## src/rtl/bus_cmd.sv

```systemverilog
// bus_cmd: decodes the MCU command byte stream into single 8-bit PET bus
// transactions. Address, write data and direction are latched from the byte
// stream; 'pending' is held towards the bus-cycle synchronizer until it
// answers with 'done', at which point read data is captured and reported.
module bus_cmd #(
  parameter int ADDR_WIDTH = 17
) (
  input  logic                  clk,
  input  logic                  reset_n,
  input  logic                  rx_start,
  input  logic                  rx_valid,
  input  logic [7:0]            rx_data,
  input  logic                  done,
  input  logic [7:0]            bus_rd_data,
  output logic                  pending,
  output logic [ADDR_WIDTH-1:0] bus_addr,
  output logic [7:0]            bus_wr_data,
  output logic                  bus_rw_b,
  output logic [7:0]            rd_data,
  output logic                  rd_valid,
  output logic                  busy,
  output logic                  overrun
);

  typedef enum logic [2:0] {
    ST_CMD,
    ST_ADDR_HI,
    ST_ADDR_LO,
    ST_DATA,
    ST_WAIT,
    ST_IGNORE
  } state_t;

  state_t state;

  // Command byte reserved bits [4:1] carry no meaning.
  logic unused_reserved;
  assign unused_reserved = ^rx_data[4:1];

  // Candidate next addresses, built on a 17-bit view so that the A16 handling
  // collapses away cleanly when the bus is only 16 bits wide.
  logic [16:0]           addr_ext;
  logic [16:0]           addr_with_a16;
  logic [16:0]           addr_with_hi;
  logic [16:0]           addr_with_lo;
  logic [ADDR_WIDTH-1:0] addr_inc;

  // Address update candidates for each decoder step.
  always_comb begin
    addr_ext      = 17'(bus_addr);
    addr_with_a16 = {rx_data[0], addr_ext[15:0]};
    addr_with_hi  = {addr_ext[16], rx_data, addr_ext[7:0]};
    addr_with_lo  = {addr_ext[16:8], rx_data};
    addr_inc      = bus_addr + ADDR_WIDTH'(1);
  end

  // Command decoder, transaction hand-off and read-data capture.
  always_ff @(posedge clk or negedge reset_n) begin
    if (!reset_n) begin
      state       <= ST_CMD;
      pending     <= 1'b0;
      bus_addr    <= '0;
      bus_wr_data <= '0;
      bus_rw_b    <= 1'b1;
      rd_data     <= '0;
      rd_valid    <= 1'b0;
      busy        <= 1'b0;
      overrun     <= 1'b0;
    end else begin
      rd_valid <= 1'b0;
      if (state == ST_WAIT) begin
        // A frame restart during WAIT must not abort the bus cycle: the cycle
        // still completes on done, only the overrun flag is affected here.
        if (done) begin
          state   <= ST_CMD;
          pending <= 1'b0;
          busy    <= 1'b0;
          if (bus_rw_b) begin
            rd_data  <= bus_rd_data;
            rd_valid <= 1'b1;
          end
        end
        if (rx_start) begin
          overrun <= 1'b0;
        end else if (rx_valid) begin
          overrun <= 1'b1;
        end
      end else if (rx_start) begin
        state   <= ST_CMD;
        overrun <= 1'b0;
      end else if (rx_valid) begin
        case (state)
          ST_CMD: begin
            if (rx_data[7]) begin
              state <= ST_IGNORE;
            end else begin
              bus_rw_b <= rx_data[6];
              if (rx_data[5]) begin
                bus_addr <= addr_inc;
                if (rx_data[6]) begin
                  state   <= ST_WAIT;
                  pending <= 1'b1;
                  busy    <= 1'b1;
                end else begin
                  state <= ST_DATA;
                end
              end else begin
                bus_addr <= ADDR_WIDTH'(addr_with_a16);
                state    <= ST_ADDR_HI;
              end
            end
          end
          ST_ADDR_HI: begin
            bus_addr <= ADDR_WIDTH'(addr_with_hi);
            state    <= ST_ADDR_LO;
          end
          ST_ADDR_LO: begin
            bus_addr <= ADDR_WIDTH'(addr_with_lo);
            if (bus_rw_b) begin
              state   <= ST_WAIT;
              pending <= 1'b1;
              busy    <= 1'b1;
            end else begin
              state <= ST_DATA;
            end
          end
          ST_DATA: begin
            bus_wr_data <= rx_data;
            state       <= ST_WAIT;
            pending     <= 1'b1;
            busy        <= 1'b1;
          end
          ST_IGNORE: begin
            state <= ST_IGNORE;
          end
          default: begin
            state <= ST_CMD;
          end
        endcase
      end
    end
  end

endmodule

```

## config.mk

```make
export PLATFORM = sky130hd
export DESIGN_NAME = bus_cmd
export DESIGN_NICKNAME = d
export VERILOG_FILES = /design/src/rtl/bus_cmd.sv
export SDC_FILE = /design/constraint.sdc
export NUM_CORES = 1
export LEC_CHECK = 0
export ABC_AREA = 1
export CAP_MARGIN = 20
export CORE_ASPECT_RATIO = 1.4
export CORE_MARGIN = 2
export CORE_UTILIZATION = 45
export CTS_CLUSTER_DIAMETER = 60
export DETAILED_ROUTE_END_ITERATION = 6
export PLACE_DENSITY_LB_ADDON = 0.15
export SYNTH_ARGS = -nofsm -noshare
export SYNTH_HDL_FRONTEND = slang
export SYNTH_SLANG_ARGS = --single-unit
```

## constraint.sdc

```tcl
create_clock -name clk -period 1.7 [get_ports clk]
set_input_delay 0.51 -clock clk [delete_from_list [all_inputs] [get_ports clk]]
set_output_delay 0.51 -clock clk [all_outputs]
set_load 0.01 [all_outputs]
```

==> impl_results.md, run 1 <==
* Layout cells sized above 1 at 17.8%
* Crit-path max FO at 1
* Initial antenna violation count at 0
* Post-DP Area at 0.00303 mm2
* Sequential fraction of the synthesis area at 44.8%
* Multi-input logic area at 0.00113 mm2
* Status: completed
* Die area at 0.00556 mm2
* Drt pass-1 iters at 4
* Synth-to-layout area growth at 44.2%
* Root Driver: clkbuf_8
* Clk Latency, worst-skew pair at 0.30 ns
* Core Region at 0.00480 mm2
* Skew final at 0.00693 ns
* Die X at 63.6 um
* Power Density at 1640 mW/mm2
* Synth Area per Inst at 7.22 um2
* Reg2reg end: bus_addr[5]$_DFFE_PN0P_
* # fillers at 467
* Die H at 87.5 um
* Gpl congestion at 0.905
* WP buf/inv at 1
* Seq cells post-synth at 40
* Setup-failing EPs final at 0
* Vias in the first global route at 2,421
* Count of input and output buffers at 58
* CTS tree: yes
* Worst reg-to-reg setup slack at 0.08 ns
* Slowest-stage cell, CP: clkdlybuf4s50_1
* Worst EP arrival at 1.15 ns
* Longest Clk Path Bufs at 2
* H-tree levels at 2
* Hold buffer count at CTS at 0
* Placed cell count at 448
* CP Capture Type: primary output
* Register area at 0.00101 mm2
* Yosys cell types at 27
* LEAKAGE at 1.69 nW
* I/O pin cnt at 59
* YS warnings at 0
* CP Data Required Time at 1.19 ns
* Gr ovfl total at 0
* Largest net degree at the start of global routing at 41
* Worst Hold Class: in2async
* Post-route setup TNS at 0 ns
* Worst-Margin Slew at 0.480 ns
* Cell Area, Synth at 0.00224 mm2
* Design Area, Final at 0.00323 mm2
* Pins Over Slew Limit at 0
* CP peak stage delay at 0.52 ns
* Vias at 2,429
* Slew margin rel. at 67.9%
* Commonest non-fill, non-tap cell in the layout: nand2_1
* ANT cells at 0
* Peak VDD IR at 0.803 mV
* Worst path cell trace: clkdlybuf4s50_1
* Setup repair after global routing missed its margin: true
* Util after Layout at 67.2%
* ANT nets after route at 0
* RR Startpoint: state[2]$_DFFE_PN0P_
* First-pass GRT wire length at 10,700 um
* Final worst path period share at 97.5%
* Delay-heaviest family, CP: buffers and inverters
* Worst Setup Path Type: reg2out
* Detail Placement HPWL at 4790 um
* Fin crit period at 1.66 ns
* TritonCTS Buffers at 5
* Via density at 5.19
* Mapped Cells at 310
* Final net count at 425
* R2R depth at 8
* Final std cells w/o fill at 468
* Max-Cap Viols at 0
* Routed len/inst at 13.9 um
* Row count at 30
* Mapped Nets at 332
* Sink Count at 40
* GRT Util Overall at 24.5%
* Commonest cells after routing, fill and taps aside: nand2_1 (94), dfrtp_1 (36), nor2_1 (35), dlygate4sd2_1 (35), buf_4 (30)
* Initial Util at 46.6%
* Hold Violations, Final at 0
* Worst-path clk slew at 0.09 ns
* Fmax at 603 MHz
* DRT iter0 DRCs at 205
* Startpoint types: flip-flop
* # DRC at 0
* Pwr Total at 5.28 mW
* Drt total wl at 6500 um
## metrics by stage
stage	setup WS (ns)	hold WS (ns)
floorplan	0.285	0.214
global placement	-0.237	0.465
detailed placement	-0.260	0.469
CTS	0.00129	0.180
global route	-0.0502	0.186
finish	0.0419	0.171
## synth_stat cells (all sizes together)
cell type  instances  area [um2]
o22ai              1        6.26
o21ai             17        88.8
or2                1        6.26
ha                 1        12.5
nand2             97         369
dfstp              1        26.3
nor2              38         145
a31oi              1        6.26
nand4              4        25.0
mux2               3        33.8
a21oi             30         150
buf                4        28.8
nand3b             2        15.0
nor3               2        21.3
inv               36         135
dfrtp             39         976
o21bai             5        37.5
nand3             28         155
## per-layer routing
layer | GRT usage [%] | vias to the layer above | part of all wire [%] | wire [um]
li1 | - | 1184 | - | -
met1 | 25.6 | 1132 | 37 | 2440
met2 | 47.4 | 90 | 54 | 3480
met3 | 4.27 | 23 | 5.4 | 348
met4 | 10.5 | 0 | 3.6 | 232
met5 | 0 | - | 0 | 0
## power by group
part	switching [mW]	total, mW	internal (mW)
sequential	0.296	1.68	1.38
combinational	1.64	2.95	1.31
clock	0.369	0.659	0.291
## cells by family (layout without fill, tap and decap cells)
| group | count (synthesis) | in the layout | synth area share (%) |
|---|---|---|---|
| and+or+nand+nor | 172 | 173 | 32.9 |
| muxes | 3 | 3 | 1.51 |
| AOI/OAI and AO/OA | 54 | 54 | 12.9 |
| DFF | 40 | 40 | 44.8 |
| buffers and inverters | 40 | 133 | 7.32 |
| adders and majority gates | 1 | 1 | 0.559 |
## how the worst max path moves through the flow
stage | endpoint | depth (start not counted) | slack, ns | startpoint
finish | rd_valid | 1 | 0.04 | rd_valid$_DFF_PN0_
floorplan | bus_addr[16]$_DFFE_PN0P_ | 10 | 0.29 | bus_addr[1]$_DFFE_PN0P_
detailed placement | bus_addr[10]$_DFFE_PN0P_ | 8 | -0.26 | rx_start
global route | bus_addr[5]$_DFFE_PN0P_ | 8 | -0.05 | state[2]$_DFFE_PN0P_
global placement | bus_addr[10]$_DFFE_PN0P_ | 8 | -0.24 | rx_start
CTS | bus_wr_data[3] | 1 | 0.001 | bus_wr_data[3]$_DFFE_PN0P_
## state kept, by name, indices dropped and copies added (netlist names)
signal,count
rd_valid,1
overrun,1
rd_data,8
busy,1
bus_wr_data,8
bus_addr,17
bus_rw_b,1
state,3
## final cells by class
class / count / share of cell area, %
Multi-Input combinational cell: 231 / 34.9
Clock buffer: 5 / 2.13
Tap cell: 64 / 2.48
Sequential cell: 40 / 31.2
Clock inverter: 3 / 0.737
Timing Repair Buffer: 89 / 24.2
Inverter: 36 / 4.34
## repair_timing
action,4_1_cts,5_1_grt
gates cloned,0,1
resized for setup,37,19
buffers inserted,11,0
pin swaps,0,1
endpoints found under the setup margin,36,14
(Power assumes the default switching activity.)
==> run 2: changes to the inputs <==
--- a/config.mk
+++ b/config.mk
@@ -13,6 +13,7 @@
 export CTS_CLUSTER_DIAMETER = 60
 export DETAILED_ROUTE_END_ITERATION = 6
 export PLACE_DENSITY_LB_ADDON = 0.15
+export RECOVER_POWER = 50
 export SYNTH_ARGS = -nofsm -noshare
 export SYNTH_HDL_FRONTEND = slang
 export SYNTH_SLANG_ARGS = --single-unit
==> impl_results.md, run 2 (synthesized netlist as in run 1, its figures left out) <==
* Status: completed
* I/O pin cnt at 59
* Crit. Startpoint: rd_valid$_DFF_PN0_
* Fin crit period at 1.66 ns
* Placed cell count at 448
* Slew margin rel. at 32.4%
* WP buf/inv at 1
* Final std cells w/o fill at 468
* Reg2reg end: bus_addr[5]$_DFFE_PN0P_
* Worst path cell trace: clkdlybuf4s50_1
* Power Density at 1650 mW/mm2
* Drt pass-1 iters at 4
* Vias at 2,429
* Detail Placement HPWL at 4790 um
* Crit. path cell count at 1
* Sink Count at 40
* Die H at 87.5 um
* Final net count at 425
* Commonest non-fill, non-tap cell in the layout: nand2_1
* Worst reg-to-reg setup slack at 0.08 ns
* RR Startpoint: state[2]$_DFFE_PN0P_
* # DRC at 0
* Critical path endpoint: rd_valid
* Largest regs: bus_addr: 17 flops, bus_wr_data: 8 flops, rd_data: 8 flops
* Gpl congestion at 0.905
* Gr ovfl total at 0
* Design Area, Final at 0.00321 mm2
* Die X at 63.6 um
* Clk Latency, worst-skew pair at 0.30 ns
* TritonCTS Buffers at 5
* Pins Over Slew Limit at 0
* Routed len/inst at 13.9 um
* Longest Clk Path Bufs at 2
* ANT nets after route at 0
* H-tree levels at 2
* Setup-failing EPs final at 0
* Hold buffer count at CTS at 0
* CTS tree: yes
* Post-DP Area at 0.00303 mm2
* Row count at 30
* Largest net degree at the start of global routing at 41
* LEAKAGE at 1.65 nW
* GRT Util Overall at 24.5%
* Synth-to-layout area growth at 43.3%
* Drt total wl at 6490 um
* ANT cells at 0
* DRT iter0 DRCs at 199
* Vias in the first global route at 2,421
* Root Driver: clkbuf_8
* Largest Register: bus_addr
* Commonest cells after routing, fill and taps aside: nand2_1 (94), dfrtp_1 (36), nor2_1 (35), dlygate4sd2_1 (35), buf_4 (30)
* Max reg flops at 17
* CP peak stage delay at 0.52 ns
* Initial Util at 46.6%
* Max-Cap Viols at 0
* Slowest-stage cell, CP: clkdlybuf4s50_1
* Fmax at 603 MHz
* Worst-Margin Slew at 1.01 ns
* Initial antenna violation count at 0
* Startpoint types: flip-flop
* Count of input and output buffers at 58
* # fillers at 470
* Core Region at 0.00480 mm2
* Delay-heaviest family, CP: buffers and inverters
* Via density at 5.19
* Layout cells sized above 1 at 17.8%
* CP Capture Type: primary output
* Worst-path clk slew at 0.09 ns
* Skew final at 0.00693 ns
* Die area at 0.00556 mm2
* Worst Setup Path Type: reg2out
* CP Data Required Time at 1.19 ns
* Crit-path max FO at 1
* WHS at 0.455 ns
* R2R depth at 8
* Worst EP arrival at 1.15 ns
* Setup repair after global routing missed its margin: true
* Hold Violations, Final at 0
* Final worst path period share at 97.5%
* Worst Hold Class: in2async
* First-pass GRT wire length at 10,700 um
* Peak VDD IR at 0.803 mV
run 2: cell count changes in the layout (fill, tap and decap cells not counted):
cell	previous run	this run
clkdlybuf4s25_1	0	2
buf_12	1	0
clkbuf_2	0	1
dlymetal6s2s_1	2	0
run 2: metrics by stage:
stage | TNS [ns] | worst slack (ns) | utilization, % | power (mW)
finish | 0 | 0.0419 | 66.7 | 5.28
floorplan | 0 | 0.285 | - | 3.21
global placement | -3.90 | -0.237 | 63.0 | 4.53
detailed placement | -4.57 | -0.260 | 63.0 | 4.59
CTS | 0 | 0.00129 | 65.8 | 5.21
global route | -0.142 | -0.0502 | 66.7 | 5.72
run 2: timing repair:
action	in CTS	in global routing
resized for setup	37	19
cloned	0	1
hold endpoints to repair	0	0
pin swaps	0	1
setup buffers	11	0
setup endpoints to repair	36	14
run 2: cell type report:
cell class | count | area [um2] | area share (%)
clock buffers | 5 | 68.8 | 2.15
repair buffers | 89 | 762 | 23.8
clock inverters | 3 | 23.8 | 0.741
inverters | 36 | 140 | 4.37
flip-flops and latches | 40 | 1010 | 31.4
multi-input cells | 231 | 1130 | 35.1
well taps | 64 | 80.1 | 2.50
run 2: metal layers:
| layer | GRT usage (%) | part of all wire [%] |
|---|---|---|
| met1 | 25.6 | 38 |
| met4 | 10.5 | 3.6 |
| met3 | 4.27 | 5.3 |
| met5 | 0 | 0 |
| met2 | 47.4 | 54 |
run 2: power by group:
group	switching, mW	internal [mW]	leakage, nW
logic	1.64	1.30	1.12
registers	0.297	1.38	0.499
clock network	0.369	0.291	0.0404
total	2.31	2.97	1.65
run 2: how the worst min path moves through the flow:
| stage | startpoint | endpoint | cells after the start |
|---|---|---|---|
| after floorplan | reset_n | bus_addr[0]$_DFFE_PN0P_ | 0 |
| after global placement | rd_data[2]$_DFFE_PN0P_ | rd_data[2]$_DFFE_PN0P_ | 2 |
| after detailed placement | rd_data[3]$_DFFE_PN0P_ | rd_data[3]$_DFFE_PN0P_ | 2 |
| after CTS | reset_n | bus_addr[4]$_DFFE_PN0P_ | 2 |
| after global routing | rd_data[3]$_DFFE_PN0P_ | rd_data[3]$_DFFE_PN0P_ | 2 |
| final | reset_n | bus_addr[4]$_DFFE_PN0P_ | 2 |
run 2: worst register-to-register path, delay by kind of cell, from the launching register on:
kind,cells,cell delay [ns]
and+or+nand+nor,4,0.58
DFF,1,0.46
AOI/OAI and AO/OA,2,0.26
buffers and inverters,2,0.22
==> run 3: changes to the inputs <==
--- a/config.mk
+++ b/config.mk
@@ -11,7 +11,9 @@
 export CORE_MARGIN = 2
 export CORE_UTILIZATION = 45
 export CTS_CLUSTER_DIAMETER = 60
+export CTS_CLUSTER_SIZE = 16
 export DETAILED_ROUTE_END_ITERATION = 6
+export GPL_TIMING_DRIVEN = 0
 export PLACE_DENSITY_LB_ADDON = 0.15
 export RECOVER_POWER = 50
 export SYNTH_ARGS = -nofsm -noshare
==> impl_results.md, run 3 (synthesized netlist as in run 1, its figures left out) <==
* Status: completed
* Hold buffer count at CTS at 0
* Core Region at 0.00480 mm2
* Initial Util at 46.6%
* Pins Over Slew Limit at 0
* CP peak stage delay at 0.53 ns
* Worst path cell trace: clkdlybuf4s50_1
* Max-Cap Viols at 0
* Count of input and output buffers at 58
* Startpoint types: flip-flop
* Final worst path period share at 97.9%
* Slowest-stage cell, CP: clkdlybuf4s50_1
* Util after Layout at 64.7%
* Skew final at 0.00681 ns
* Final net count at 413
* Pwr Total at 5.16 mW
* WHS at 0.429 ns
* Worst EP arrival at 1.15 ns
* Sink Count at 40
* Worst-Margin Slew at 1.19 ns
* Routed len/inst at 13.5 um
* Largest Register: bus_addr
* ANT cells at 0
* Longest Clk Path Bufs at 2
* Fmax at 601 MHz
* Worst-path clk slew at 0.09 ns
* Die X at 63.6 um
* DRT iter0 DRCs at 128
* Worst Setup Path Type: reg2out
* Gr ovfl total at 0
* Peak VDD IR at 0.699 mV
* H-tree levels at 2
* Commonest cells after routing, fill and taps aside: nand2_1 (94), nor2_1 (36), dfrtp_1 (34)
* Clk Latency, worst-skew pair at 0.30 ns
* WP buf/inv at 1
* Die area at 0.00556 mm2
* TritonCTS Buffers at 5
* Row count at 30
* CP Data Required Time at 1.19 ns
* Layout cells sized above 1 at 14.8%
* CTS tree: yes
* Vias at 2,352
* Hold Violations, Final at 0
* Power Density at 1660 mW/mm2
* Design Area, Final at 0.00311 mm2
* Fin crit period at 1.66 ns
* Die H at 87.5 um
* Setup repair after global routing missed its margin: false
* ANT nets after route at 0
* GRT Util Overall at 24.1%
* Synth-to-layout area growth at 39.0%
* Drt total wl at 6160 um
* # DRC at 0
* Root Driver: clkbuf_8
* Setup-failing EPs final at 0
* Drt pass-1 iters at 4
* CP Capture Type: primary output
* Post-DP Area at 0.00292 mm2
* Post-route setup TNS at 0 ns
* I/O pin cnt at 59
* Largest regs: bus_addr: 17 flops, bus_wr_data: 8 flops, rd_data: 8 flops
* Largest net degree at the start of global routing at 24
* Max reg flops at 17
* Commonest non-fill, non-tap cell in the layout: nand2_1
* Worst Hold Class: in2async
* Vias in the first global route at 2,205
* Crit-path max FO at 1
* First-pass GRT wire length at 10,400 um
* Detail Placement HPWL at 4650 um
* Delay-heaviest family, CP: buffers and inverters
* Via density at 5.16
* Initial antenna violation count at 0
* LEAKAGE at 1.59 nW
* Slew margin rel. at 20.7%
* Gpl congestion at 0.895
[run 3: cell types whose count changed in the layout (fill, tap and decap cells not counted), moves of 3 or more]
cell	previous run	this run
a21oi_1	27	30
a21oi_2	3	0
buf_4	30	16
clkdlybuf4s25_1	2	6
dlygate4sd2_1	35	32
[run 3: layout make-up]
| class | count | area, um2 |
|---|---|---|
| buffer | 4 | 31.3 |
| clock buffer | 5 | 68.8 |
| clock inverter | 3 | 23.8 |
| fill | 492 | 1690 |
| inverter | 36 | 138 |
| multi-input combinational | 231 | 1090 |
| sequential | 40 | 1010 |
| tap | 64 | 80.1 |
| timing repair buffer | 73 | 667 |
[run 3: report_power, final]
group	internal [mW]	switching, mW	leakage (nW)
sequential	1.38	0.290	0.496
clock	0.291	0.366	0.0404
combinational	1.26	1.58	1.05
total	2.93	2.23	1.59
[run 3: final timing paths]
check                                        startpoint                  endpoint  slack, ns  depth (start not counted)
worst min-delay path                            reset_n   bus_addr[4]$_DFFE_PN0P_       0.43                          1
worst max register to register  bus_addr[1]$_DFFE_PN0P_  bus_addr[16]$_DFFE_PN0P_       0.17                         11
max in group asynchronous                       reset_n  bus_addr[12]$_DFFE_PN0P_       0.48                          1
min in group clk                 rd_data[1]$_DFFE_PN0P_    rd_data[1]$_DFFE_PN0P_       0.49                          2
worst max-delay path                 rd_valid$_DFF_PN0_                  rd_valid       0.04                          1
worst min register to register   rd_data[1]$_DFFE_PN0P_    rd_data[1]$_DFFE_PN0P_       0.49                          2
[run 3: routing by layer]
layer	share of wire, %	up-vias	global-route usage, %
li1	-	1166	-
met1	39	1101	26.9
met2	54	71	45.2
met3	4.5	14	3.75
met4	2.8	0	9.68
met5	0	-	0
[run 3: what timing repair did]
action | 4_1_cts | 5_1_grt
cloned | 0 | 1
pin swaps | 0 | 3
setup endpoints to repair | 51 | 31
gates resized for setup | 37 | 17
setup buffers | 14 | 0
[run 3: metrics by stage]
stage          instances  worst slack [ns]
2_1_floorplan        310             0.285
3_3_place_gp         432            -0.980
3_5_place_dp         433            -0.381
4_1_cts              455           0.00198
5_1_grt              456           0.00217
6_report             456            0.0356
